## src/rtl/ides_pkg.sv

```systemverilog
// Shared constants and types for the behavioural IDES16 deserializer model.
package ides_pkg;

    localparam int WORD_W = 16;   // bits per deserialized word
    localparam int PAIRS  = 8;    // DDR bit pairs per word (FCLK cycles per word)
    localparam int HIST_W = 18;   // word plus one extra pair for the slipped window
    localparam int CNT_W  = 3;    // width of the pair counter

    // Last counter value before the word boundary wraps back to zero.
    localparam logic [CNT_W-1:0] CNT_LAST = CNT_W'(PAIRS - 1);

    // Bit-slip phase: SLIP_1 takes the word window one bit earlier in history.
    typedef enum logic {
        SLIP_0 = 1'b0,
        SLIP_1 = 1'b1
    } slip_e;

endpackage

```

## src/rtl/ides_ddr_sampler.sv

```systemverilog
// DDR front end: captures the even bit on the falling edge and presents the
// (even, odd) pair to be registered on the following rising edge.
module ides_ddr_sampler (
    input  logic fclk_i,
    input  logic rst_i,
    input  logic d_i,
    output logic even_o,
    output logic odd_o
);

    logic even_q;

    // Even bit is driven while FCLK is high, so it is stable at the falling edge.
    always_ff @(negedge fclk_i or posedge rst_i) begin
        if (rst_i) begin
            even_q <= 1'b0;
        end else begin
            even_q <= d_i;
        end
    end

    // Odd bit is taken straight from the line; the consumer registers it on posedge.
    assign even_o = even_q;
    assign odd_o  = d_i;

endmodule

```

## src/rtl/ides16_fclk.sv

```systemverilog
// Behavioural 1:16 DDR deserializer (receive side of OSER16) with CALIB bit-slip.
// A word is presented on Q0..Q15 with a one-cycle VALID every 8 FCLK cycles,
// or 9 when a bit-slip held the pair counter.
module ides16_fclk
    import ides_pkg::*;
#(
    parameter GSREN = "false",
    parameter LSREN = "true"
) (
    input  logic FCLK,
    input  logic RESET,
    input  logic D,
    input  logic CALIB,
    output logic Q0,
    output logic Q1,
    output logic Q2,
    output logic Q3,
    output logic Q4,
    output logic Q5,
    output logic Q6,
    output logic Q7,
    output logic Q8,
    output logic Q9,
    output logic Q10,
    output logic Q11,
    output logic Q12,
    output logic Q13,
    output logic Q14,
    output logic Q15,
    output logic VALID
);

    // Primitive-compatibility parameters have no behavioural effect; RESET is always honoured.
    logic unused_params;
    assign unused_params = ^{GSREN, LSREN};

    logic even_w;
    logic odd_w;

    ides_ddr_sampler u_sampler (
        .fclk_i (FCLK),
        .rst_i  (RESET),
        .d_i    (D),
        .even_o (even_w),
        .odd_o  (odd_w)
    );

    logic [HIST_W-1:0] hist_q,   hist_d;
    logic [CNT_W-1:0]  cnt_q,    cnt_d;
    slip_e             slip_q,   slip_d;
    logic              primed_q, primed_d;
    logic              calib_prev_q;
    logic [WORD_W-1:0] word_q,   word_d;
    logic              valid_q,  valid_d;
    logic              calib_rise;
    logic              emit;

    // Next-state: pair history shift, counter with slip hold, slip toggle, word capture.
    always_comb begin
        // NOTE: every variable gets a default first so no path can infer a latch.
        calib_rise = CALIB & ~calib_prev_q;
        hist_d     = {odd_w, even_w, hist_q[HIST_W-1:2]};
        slip_d     = slip_q;
        cnt_d      = cnt_q + 1'b1;
        if (calib_rise) begin
            if (slip_q == SLIP_0) begin
                // Moving to the earlier window needs one extra pair, so the counter waits.
                slip_d = SLIP_1;
                cnt_d  = cnt_q;
            end else begin
                slip_d = SLIP_0;
            end
        end
        primed_d = primed_q | ((cnt_q == CNT_LAST) && (cnt_d == '0));
        emit     = primed_q && (cnt_q == '0);
        word_d   = word_q;
        if (emit) begin
            word_d = (slip_q == SLIP_1) ? hist_q[HIST_W-2:1] : hist_q[HIST_W-1:2];
        end
        valid_d = emit;
    end

    // State and registered outputs; RESET clears everything asynchronously.
    always_ff @(posedge FCLK or posedge RESET) begin
        if (RESET) begin
            hist_q       <= '0;
            cnt_q        <= '0;
            slip_q       <= SLIP_0;
            primed_q     <= 1'b0;
            calib_prev_q <= 1'b0;
            word_q       <= '0;
            valid_q      <= 1'b0;
        end else begin
            // NOTE: non-blocking assignments so every register sees pre-edge values.
            hist_q       <= hist_d;
            cnt_q        <= cnt_d;
            slip_q       <= slip_d;
            primed_q     <= primed_d;
            calib_prev_q <= CALIB;
            word_q       <= word_d;
            valid_q      <= valid_d;
        end
    end

    assign Q0    = word_q[0];
    assign Q1    = word_q[1];
    assign Q2    = word_q[2];
    assign Q3    = word_q[3];
    assign Q4    = word_q[4];
    assign Q5    = word_q[5];
    assign Q6    = word_q[6];
    assign Q7    = word_q[7];
    assign Q8    = word_q[8];
    assign Q9    = word_q[9];
    assign Q10   = word_q[10];
    assign Q11   = word_q[11];
    assign Q12   = word_q[12];
    assign Q13   = word_q[13];
    assign Q14   = word_q[14];
    assign Q15   = word_q[15];
    assign VALID = valid_q;

endmodule

```

## config.mk

```make
export PLATFORM = sky130hd
export DESIGN_NAME = ides16_fclk
export DESIGN_NICKNAME = d
export VERILOG_FILES = /design/src/rtl/ides_pkg.sv /design/src/rtl/ides_ddr_sampler.sv /design/src/rtl/ides16_fclk.sv
export SDC_FILE = /design/constraint.sdc
export NUM_CORES = 1
export LEC_CHECK = 0
export ABC_AREA = 1
export BUFFER_PORTS_ARGS = -buffer_cell sky130_fd_sc_hd__buf_4
export CORE_ASPECT_RATIO = 1.2
export CORE_MARGIN = 3
export CORE_UTILIZATION = 59
export DETAILED_ROUTE_END_ITERATION = 8
export PLACE_DENSITY = 0.93
export RECOVER_POWER = 100
export SYNTH_ARGS = -nofsm -noshare
export SYNTH_HDL_FRONTEND = slang
export SYNTH_SLANG_ARGS = --single-unit
```

## constraint.sdc

```tcl
create_clock -name FCLK -period 2.5 [get_ports FCLK]
set_input_delay 0.375 -clock FCLK [delete_from_list [all_inputs] [get_ports FCLK]]
set_output_delay 0.375 -clock FCLK [all_outputs]
set_load 0.05 [all_outputs]
```

Word-level counts from Yosys, hierarchy flattened
Index checks and enable logic that the tools add are counted.
{"block": "word_totals", "ff_bits": 42, "output_inout_bits": 17, "in_bits": 4, "word_cells": 21}
{"block": "op_classes", "reduce_logical": 4, "n_addsub": 1, "bitwise": 3, "n_eq_ne": 1, "muxes": 4}
{"op": "$mux W16", "count": 1}
{"op": "$logic_not A3 Y1", "count": 2}
{"op": "$mux W3", "count": 2}
{"op": "$add A3 B1 Y3 const B", "count": 1}
{"op": "$eq A3 B3 Y1 const B", "count": 1}
{"op": "$logic_and A1 B1 Y1", "count": 2}
{"op": "$and A1 B1 Y1", "count": 1}
{"op": "$mux W1", "count": 1}
{"op": "$not A1 Y1", "count": 1}
{"op": "$or A1 B1 Y1", "count": 1}

Logic depth before layout (Yosys ltp)
Gate-level depths: netlist (run 1).
{"block": "depth", "depth_word": 6, "mapped_depth": 9, "depth_no_buf": 9}

By module
From an unflattened synthesis (run 1), not the netlist that was laid out.
{"block": "hier_totals", "cells_unflattened": 151, "area_unflattened_um2": 1556.5}
{"mod": "ides16_fclk", "cells_per_inst": 148, "area_per_inst_um2": 1520.2, "n_inst": 1, "seq_area_each_um2": 1001.0}
{"mod": "ides_ddr_sampler", "cells_per_inst": 3, "area_per_inst_um2": 36.3, "n_inst": 1, "seq_area_each_um2": 25.0}

==> results of run 1 <==
synthesized netlist by cell type (all sizes together):
| library cell | number | share of area (%) |
|---|---|---|
| dfrtn | 1 | 1.6 |
| nand2 | 54 | 13 |
| a31oi | 16 | 6.5 |
| ha | 3 | 2.4 |
| xor2 | 1 | 0.57 |
| nor2 | 19 | 5.1 |
| inv | 8 | 1.9 |
| dfrtp | 40 | 65 |
| buf | 7 | 4.0 |
layout make-up:
type	count	area (sq um)	share of cell area (%)
multi-input cells	93	428	24.8
well taps	31	38.8	2.25
clock buffers	5	37.5	2.17
repair buffers	22	101	5.87
inverters	8	30.0	1.74
clock inverters	3	65.1	3.77
flip-flops and latches	41	1030	59.4
state kept, by name, indices dropped and copies added (netlist names):
register / flops
hist_q: 17
word_q: 16
cnt_q: 3
VALID: 1
calib_prev_q: 1
primed_q: 1
slip_q: 1
u_sampler.even_o: 1
through the flow:
step | instances | util [%]
floorplan | 149 | -
global placement | 195 | 70.3
detailed placement | 195 | 70.3
CTS | 203 | 74.6
global route | 203 | 71.9
finish | 203 | 71.9
cell families after synthesis:
| kind of cell | count (synthesis) | synth area share (%) |
|---|---|---|
| adders and majority gates | 3 | 2.43 |
| and+or+nand+nor | 73 | 18.2 |
| buffers and inverters | 15 | 5.91 |
| AOI/OAI and AO/OA | 16 | 6.48 |
| xor gates and xnor gates | 1 | 0.567 |
| DFF | 41 | 66.4 |
worst max-delay path by stage:
| stage | endpoint | slack (ns) | cells after the start |
|---|---|---|---|
| 4_1_cts | hist_q[16]$_DFF_PP0_ | 0.82 | 0 |
| 5_1_grt | word_q[8]$_DFFE_PP0P_ | 0.69 | 6 |
| 2_1_floorplan | u_sampler.even_o$_DFF_NP0_ | 0.02 | 1 |
| 6_report | hist_q[16]$_DFF_PP0_ | 0.81 | 0 |
| 3_5_place_dp | u_sampler.even_o$_DFF_NP0_ | 0.60 | 1 |
| 3_3_place_gp | u_sampler.even_o$_DFF_NP0_ | 0.61 | 1 |
routing by layer:
metal / vias up / track usage [%] / part of all wire [%]
met5: - / 0 / 0
met4: 0 / 15.0 / 4.0
met3: 14 / 9.07 / 6.8
met2: 52 / 35.3 / 52
met1: 533 / 22.2 / 37
li1: 517 / - / -
cell usage in the layout, fill, tap and decap left out, drive strengths merged:
cell,synthesis,layout
bufinv,0,2
clkbuf,0,25
nor2,19,19
dfrtp,40,40
xor2,1,1
buf,7,2
inv,8,8
nand2,54,54
clkinv,0,1
dfrtn,1,1
ha,3,3
a31oi,16,16
==> impl_metrics.csv, run 1 <==
group,metric,value,unit
grt,gr-total-overflow,0,
route,drt_iter0_drc,17,
die,rows,19,
clock_network,postCtsSetupRepairBufs,0,
route,vias_per_cell,5.50,
timing,grt_setup_unrepaired,"no",
route,drc,0,
critical_path,rr_worst_depth,0,
critical_path,critPathKind,"reg -> reg",
timing,hold_viol,0,
die,dieHeight,62.1,microns
clock_network,clk_path_buf_depth,2,
timing,slew_viol_final,0,
clock_network,clkLatencyLatePin,0.35,ns
layout,final_area,0.00173,sq mm
critical_path,worstReg2RegStart,"u_sampler.even_o$_DFF_NP0_",
grt,grt_pass1_vias,1080,
grt,grt_pass1_wl,4.76,mm
timing,worstMarginPinSlew,0.660,ns
critical_path,worstPathRequired,2.79,ns
timing,setup_tns,0,ns
run_status,status,"finished, final reports clean",
route,vias,1116,
timing,fmax,597,MHz
clock_network,htree_levels,2,
die,ioPinCount,21,
critical_path,r2r_end,"hist_q[16]$_DFF_PP0_",
hold_path,hold_path.startpoint,"D",
critical_path,start_kind,"register",
layout,layout.nets,178,
hold_path,holdPathStages,1,
timing,holdWs,0.153,ns
layout,antenna_cells,0,
flow_run,maxCapViolCount,0,
logic_synthesis,syn_area,0.00155,sq mm
grt,grt_usage,21.5,%
grt,grt_max_degree,41,
timing,finalWorstSetupSlack,0.812,ns
placement,dpl_cell_area,0.00169,sq mm
route,final_antenna_net_count,0,
logic_synthesis,yosysSeqAreaShare,66.4,%
hold_path,hp-class,"in -> reg",
route,routed_wl,3.06,mm
logic_synthesis,ys_ff_latch,41,
timing,period_share,67.5,%
clock_network,clkSinkCount,41,
route,firstDrtPassIters,5,
clock_network,cts_buffers,5,
placement,dp_hpwl,1.79,mm
clock_network,cts_tree,"done",
critical_path,crit_arrival,1.98,ns
critical_path,regToRegSetupSlack,0.81,ns
timing,finalSetupViolCount,0,
logic_synthesis,syn_inst,149,
logic_synthesis,syn-num-nets,156,
die,start_util,64.4,%
logic_synthesis,ys_types,13,
logic_synthesis,yosysWarningCount,0,
critical_path,crit_fanout,1,
placement,place.gp.congestion,0.755,
placement,portBuffers,20,
hold_path,whs_endpoint,"hist_q[17]$_DFF_PP0_",
logic_synthesis,syn_avg_cell_area,10.4,sq um
grt,antenna_found_initial,0,
clock_network,ctsResizeCount,0,
timing,maxSlewHeadroom,55.9,%
clock_network,path_clk_slew,0.12,ns
timing,skew,0.0144,ns
timing,period_minus_slack,1.69,ns
critical_path,crit_start,"u_sampler.even_o$_DFF_NP0_",
layout,nFillCells,191,
clock_network,ctsRootBufferMaster,"clkbuf_4",
critical_path,cp-end-kind,"register",
die,core_area,0.00240,sq mm
route,wl_per_cell,15.1,microns
die,dieArea,0.00327,sq mm
layout,drive_above_1_share,8.14,%
die,fp.dieW,52.7,microns
layout,area_growth,11.7,%
clock_network,cts_hold_buf,0,
placement,place_ws,0.605,ns
Power of run 1 is not shown: default switching activity piles up to over one toggle a cycle in this logic, so the estimate is an artifact.
==> run 2, diff against run 1 <==
--- a/config.mk
+++ b/config.mk
@@ -9,9 +9,9 @@
 export BUFFER_PORTS_ARGS = -buffer_cell sky130_fd_sc_hd__buf_4
 export CORE_ASPECT_RATIO = 1.2
 export CORE_MARGIN = 3
-export CORE_UTILIZATION = 59
+export CORE_UTILIZATION = 55
 export DETAILED_ROUTE_END_ITERATION = 8
-export PLACE_DENSITY = 0.93
+export PLACE_DENSITY = 0.89
 export RECOVER_POWER = 100
 export SYNTH_ARGS = -nofsm -noshare
 export SYNTH_HDL_FRONTEND = slang
==> constraint.sdc (replaced) <==
create_clock -name FCLK -period 1.7 [get_ports FCLK]
set_input_delay 0.255 -clock FCLK [delete_from_list [all_inputs] [get_ports FCLK]]
set_output_delay 0.255 -clock FCLK [all_outputs]
set_load 0.05 [all_outputs]
==> impl_metrics.csv, run 2 (synthesis gave the netlist of run 1 again) <==
group,metric,value,unit
layout,largest_reg_flops,17,
die,dieArea,0.00348,sq mm
grt,grt_pass1_wl,5.15,mm
clock_network,cts_buffers,5,
die,start_util,59.4,%
layout,area_growth,11.7,%
timing,skew,0.0106,ns
timing,holdWs,0.0497,ns
critical_path,critical-path-max-stage-delay,0.48,ns
die,core_area,0.00260,sq mm
placement,portBuffers,20,
clock_network,clk_path_buf_depth,2,
route,vias,1083,
clock_network,ctsResizeCount,0,
critical_path,worstPathRequired,1.44,ns
grt,grt_max_degree,41,
placement,dp_hpwl,2.06,mm
layout,final_cell_mix,"nand2_1, dfrtp_1, nor2_1, clkbuf_1, a31oi_1",
placement,place.gp.congestion,0.823,
layout,antenna_cells,0,
timing,worstMarginPinSlew,0.941,ns
grt,grt_pass1_vias,1099,
layout,reg_top3,"hist_q: 17 flops, word_q: 16 flops, cnt_q: 3 flops",
grt,gr-total-overflow,0,
die,rows,20,
run_status,status,"finished, final reports clean",
clock_network,path_clk_slew,0.12,ns
layout,layout.cells.non_filler,206,
clock_network,cts_tree,"done",
route,drt_iter0_drc,24,
placement,dp.cells,198,
critical_path,crit_fanout,2,
timing,period_minus_slack,1.44,ns
critical_path,critical_path.slowest_cell,"clkbuf_1",
critical_path,cp-end-kind,"output port",
clock_network,cts_hold_buf,0,
layout,mostFrequentLayoutCell,"nand2_1",
timing,setup_tns,0,ns
route,routed_wl,2.89,mm
grt,antenna_found_initial,0,
critical_path,critPathKind,"reg -> out",
clock_network,ctsRootBufferMaster,"clkbuf_4",
timing,fmax,693,MHz
timing,finalSetupViolCount,0,
timing,slew_viol_final,0,
layout,layout.nets,179,
timing,maxSlewHeadroom,37.3,%
critical_path,cp_num_buf_inv,1,
flow_run,maxCapViolCount,0,
die,fp.dieW,54.4,microns
route,firstDrtPassIters,4,
route,drc,0,
clock_network,clkLatencyLatePin,0.33,ns
critical_path,path_delay_family,"buffers and inverters",
die,ioPinCount,21,
timing,grt_setup_unrepaired,"no",
route,wl_per_cell,14.0,microns
critical_path,start_kind,"register",
grt,grt_usage,20.5,%
layout,drive_above_1_share,9.25,%
layout,top_register,"hist_q",
critical_path,cp_cell_sequence,"clkbuf_1",
layout,finish.utilization,66.3,%
die,dieHeight,64.1,microns
critical_path,crit_arrival,1.19,ns
route,final_antenna_net_count,0,
clock_network,clkSinkCount,41,
route,vias_per_cell,5.26,
timing,hold_viol,0,
clock_network,postCtsSetupRepairBufs,0,
hold_path,hp-class,"in -> reg",
clock_network,htree_levels,2,
timing,period_share,84.9,%
-- run 2: cell types whose count changed in the layout (fill, tap and decap cells not counted) --
cell / before / now
buf_12: 0 / 1
buf_4: 2 / 1
bufinv_16: 2 / 1
clkbuf_2: 0 / 1
clkbuf_8: 0 / 1
clkinv_2: 1 / 0
clkinvlp_2: 0 / 1
clkinvlp_4: 0 / 1
inv_1: 8 / 6
inv_2: 0 / 1
nor2_1: 18 / 19
nor2_4: 1 / 0
-- run 2: cell type report --
cell class	instances	area (sq um)
Fill cell	231	876
Sequential cell	41	1030
Clock buffer	6	51.3
Inverter	8	31.3
Clock inverter	2	37.5
Timing Repair Buffer	23	119
Tap cell	33	41.3
Multi-Input combinational cell	93	420
-- run 2: worst paths after layout --
kind	startpoint	to	slack, ns	cells past startpoint
hold reg to reg	hist_q[12]$_DFF_PP0_	hist_q[10]$_DFF_PP0_	0.41	0
min in group asynchronous	RESET	hist_q[6]$_DFF_PP0_	0.27	3
hold / removal	D	hist_q[17]$_DFF_PP0_	0.05	1
max in group asynchronous	RESET	hist_q[12]$_DFF_PP0_	0.86	3
setup reg to reg	cnt_q[0]$_DFF_PP0_	word_q[15]$_DFFE_PP0P_	0.26	7
setup / recovery	word_q[13]$_DFFE_PP0P_	Q13	0.26	1
-- run 2: per-layer routing --
| metal | global-route usage, % | share of wire [%] | up-vias |
|---|---|---|---|
| met2 | 32.6 | 54 | 31 |
| met4 | 5.30 | 0.83 | 0 |
| met5 | 0 | 0 | - |
| met1 | 26.6 | 40 | 531 |
| li1 | - | - | 517 |
| met3 | 6.53 | 4.6 | 4 |
-- run 2: stage by stage --
step	worst slack (ns)	instance area (sq um)
floorplan	0.310	1550
global placement	0.331	1710
detailed placement	0.319	1710
CTS	0.291	1800
global route	0.126	1730
finish	0.256	1730
Power of run 2 is left out for the same reason.
==> run 3, diff against run 2 <==
--- a/config.mk
+++ b/config.mk
@@ -5,13 +5,13 @@
 export SDC_FILE = /design/constraint.sdc
 export NUM_CORES = 1
 export LEC_CHECK = 0
-export ABC_AREA = 1
+export ABC_AREA = 0
 export BUFFER_PORTS_ARGS = -buffer_cell sky130_fd_sc_hd__buf_4
 export CORE_ASPECT_RATIO = 1.2
 export CORE_MARGIN = 3
-export CORE_UTILIZATION = 55
+export CORE_UTILIZATION = 49
 export DETAILED_ROUTE_END_ITERATION = 8
-export PLACE_DENSITY = 0.89
+export PLACE_DENSITY = 0.84
 export RECOVER_POWER = 100
 export SYNTH_ARGS = -nofsm -noshare
 export SYNTH_HDL_FRONTEND = slang
==> constraint.sdc (replaced) <==
create_clock -name FCLK -period 1.3 [get_ports FCLK]
set_input_delay 0.195 -clock FCLK [delete_from_list [all_inputs] [get_ports FCLK]]
set_output_delay 0.195 -clock FCLK [all_outputs]
set_load 0.05 [all_outputs]
==> impl_metrics.csv, run 3 <==
group,metric,value,unit
logic_synthesis,synth_edf_count,0,
clock_network,ctsRootBufferMaster,"clkbuf_4",
clock_network,clkLatencyLatePin,0.35,ns
die,dieHeight,66.8,microns
layout,seqCellArea,0.00103,sq mm
layout,area_growth,23.8,%
layout,finish.utilization,65.4,%
timing,period_share,104,%
layout,layout.nets,152,
logic_synthesis,post-synth-top-area-fraction,66.2,%
layout,reg_top3,"hist_q: 17 flops, word_q: 16 flops, cnt_q: 3 flops",
route,firstDrtPassIters,4,
critical_path,crit_arrival,1.59,ns
route,drc,0,
timing,worstMarginPinSlew,0.523,ns
logic_synthesis,yosysWarningCount,0,
placement,place.gp.congestion,0.694,
route,vias_per_cell,4.97,
timing,finalSetupViolCount,2,
layout,largest_reg_flops,17,
grt,grt_pass1_wl,4.26,mm
layout,top_register,"hist_q",
timing,grt_setup_unrepaired,"yes",
logic_synthesis,synth-async-reset-ratio,100,%
clock_network,postCtsSetupRepairBufs,0,
critical_path,cp_cell_sequence,"ha_2 -> ha_4 -> nand2b_4 -> nor4_2 -> a211o_1",
timing,period_minus_slack,1.36,ns
critical_path,cp_num_buf_inv,0,
power_and_ir_drop,total_power,4.70,mW
logic_synthesis,ys_types,18,
route,final_antenna_net_count,0,
logic_synthesis,syn_avg_cell_area,13.4,sq um
timing,fmax,736,MHz
route,wl_per_cell,13.3,microns
clock_network,htree_levels,2,
layout,multiInputGateArea,470,sq um
layout,final_cell_mix,"dfrtp_1, buf_4, mux2i_1, nand2_1, o21ai_1",
logic_synthesis,syn_area,0.00151,sq mm
clock_network,path_clk_slew,0.11,ns
critical_path,crit_fanout,3,
critical_path,path_delay_family,"adder cells",
critical_path,critical-path-max-stage-delay,0.42,ns
logic_synthesis,synthTopCellsByCount,"dfrtp_1, o21ai_0, mux2i_1, nand2_1, inv_1",
critical_path,regToRegSetupSlack,-0.06,ns
power_and_ir_drop,p_leak,0.910,nW
clock_network,cts_buffers,5,
timing,hold_viol,0,
critical_path,critical_path.slowest_cell,"dfrtp_1",
flow_run,maxCapViolCount,0,
route,drt_iter0_drc,18,
layout,nFillCells,229,
power_and_ir_drop,peakVddDrop,1.79,mV
clock_network,cts_tree,"done",
logic_synthesis,synth_area_leaders,"dfrtp_1, mux2i_1, o21ai_0, nand2_1, ha_1",
die,rows,21,
run_status,violations,"setup timing",
hold_path,hp-class,"reg -> reg",
die,fp.dieW,56.7,microns
critical_path,cp-end-kind,"register",
timing,holdWs,0.385,ns
critical_path,critPathKind,"reg -> reg",
layout,antenna_cells,0,
run_status,status,"finished, violations left",
logic_synthesis,yosysMostFrequentCell,"dfrtp_1",
die,start_util,52.8,%
layout,mostFrequentLayoutCell,"dfrtp_1",
logic_synthesis,ys.flop_type,"dfrtp_1",
clock_network,clk_path_buf_depth,2,
critical_path,worstPathRequired,1.53,ns
timing,skew,0.0134,ns
timing,slew_viol_final,0,
logic_synthesis,syn-num-nets,120,
route,routed_wl,2.40,mm
timing,finalWorstSetupSlack,-0.0584,ns
grt,grt_pass1_vias,940,
route,vias,895,
die,core_area,0.00286,sq mm
die,ioPinCount,21,
placement,dp_hpwl,1.70,mm
placement,portBuffers,20,
critical_path,start_kind,"register",
timing,maxSlewHeadroom,65.1,%
logic_synthesis,yosysTopAreaCell,"dfrtp_1",
power_and_ir_drop,power_per_cell_area,2510,mW/mm^2
layout,drive_above_1_share,29.5,%
grt,grt_usage,15.8,%
logic_synthesis,ys_ff_latch,41,
clock_network,clkSinkCount,41,
grt,gr-total-overflow,0,
grt,grt_max_degree,41,
grt,antenna_found_initial,0,
timing,setup_tns,-0.0592,ns
die,dieArea,0.00379,sq mm
logic_synthesis,syn_inst,113,
logic_synthesis,yosysSeqAreaShare,67.9,%
run 3: cell count changes in the layout (fill, tap and decap cells not counted), moves of 3 or more:
cell,previous run,this run
a31oi_1,16,0
buf_4,1,21
clkbuf_1,17,2
dlygate4sd3_1,0,3
mux2i_1,0,16
nand2_1,54,14
nor2_1,19,0
o21ai_0,0,5
o21ai_1,0,12
run 3: path summary, 6_finish.rpt:
kind / start / endpoint / cells past startpoint
max: cnt_q[0]$_DFF_PP0_ / primed_q$_DFF_PP0_ / 5
min: hist_q[17]$_DFF_PP0_ / hist_q[15]$_DFF_PP0_ / 0
max reg2reg: cnt_q[0]$_DFF_PP0_ / primed_q$_DFF_PP0_ / 5
min reg2reg: hist_q[17]$_DFF_PP0_ / hist_q[15]$_DFF_PP0_ / 0
max in group asynchronous: RESET / word_q[1]$_DFFE_PP0P_ / 4
min in group asynchronous: RESET / cnt_q[1]$_DFF_PP0_ / 4
run 3: where the power goes:
part / total (mW) / switching, mW / internal, mW / leakage [nW]
clock network: 0.788 / 0.385 / 0.403 / 0.0422
logic: 2.11 / 1.35 / 0.757 / 0.373
registers: 1.81 / 0.198 / 1.61 / 0.495
total: 4.70 / 1.94 / 2.77 / 0.910
run 3: worst register-to-register path, delay by kind of cell, from the launching register on:
kind / cells / cell delay, ns
AOI/OAI and AO/OA: 1 / 0.24
adders and majority gates: 2 / 0.45
DFF: 1 / 0.42
and+or+nand+nor: 2 / 0.14
run 3: stage by stage:
stage | std cells | setup WS (ns) | area (sq um)
5_1_grt | 180 | -0.104 | 1870
6_report | 180 | -0.0584 | 1870
3_5_place_dp | 169 | -0.0282 | 1750
3_3_place_gp | 169 | 0.0202 | 1750
4_1_cts | 180 | -0.0498 | 1850
2_1_floorplan | 113 | 0.00405 | 1530
run 3: cells by family after synthesis:
family	share of synthesized area (%)
flops	67.9
simple gates	7.53
compound gates	6.21
fa+ha+maj	2.48
buf+inv	3.23
xor+xnor	0.580
mux	12.1
run 3: final cells by class:
type | instances | share of cell area [%]
Clock buffer | 6 | 2.21
Clock inverter | 2 | 1.87
Inverter | 5 | 1.07
Multi-Input combinational cell | 62 | 25.1
Sequential cell | 41 | 54.8
Tap cell | 34 | 2.27
Timing Repair Buffer | 30 | 12.6
run 3: what timing repair did:
action,CTS,global route
hold buffers,3,0
endpoints found under the hold margin,19,0
setup endpoints to repair,2,17
gates resized for setup,1,17
run 3: metal layers:
metal | vias up | part of all wire (%) | global-route usage (%)
li1 | 447 | - | -
met1 | 428 | 40 | 17.4
met2 | 16 | 52 | 25.6
met3 | 4 | 4.7 | 6.01
met4 | 0 | 2.5 | 9.79
met5 | - | 0 | 0
Power figures use the tool's default switching activity.
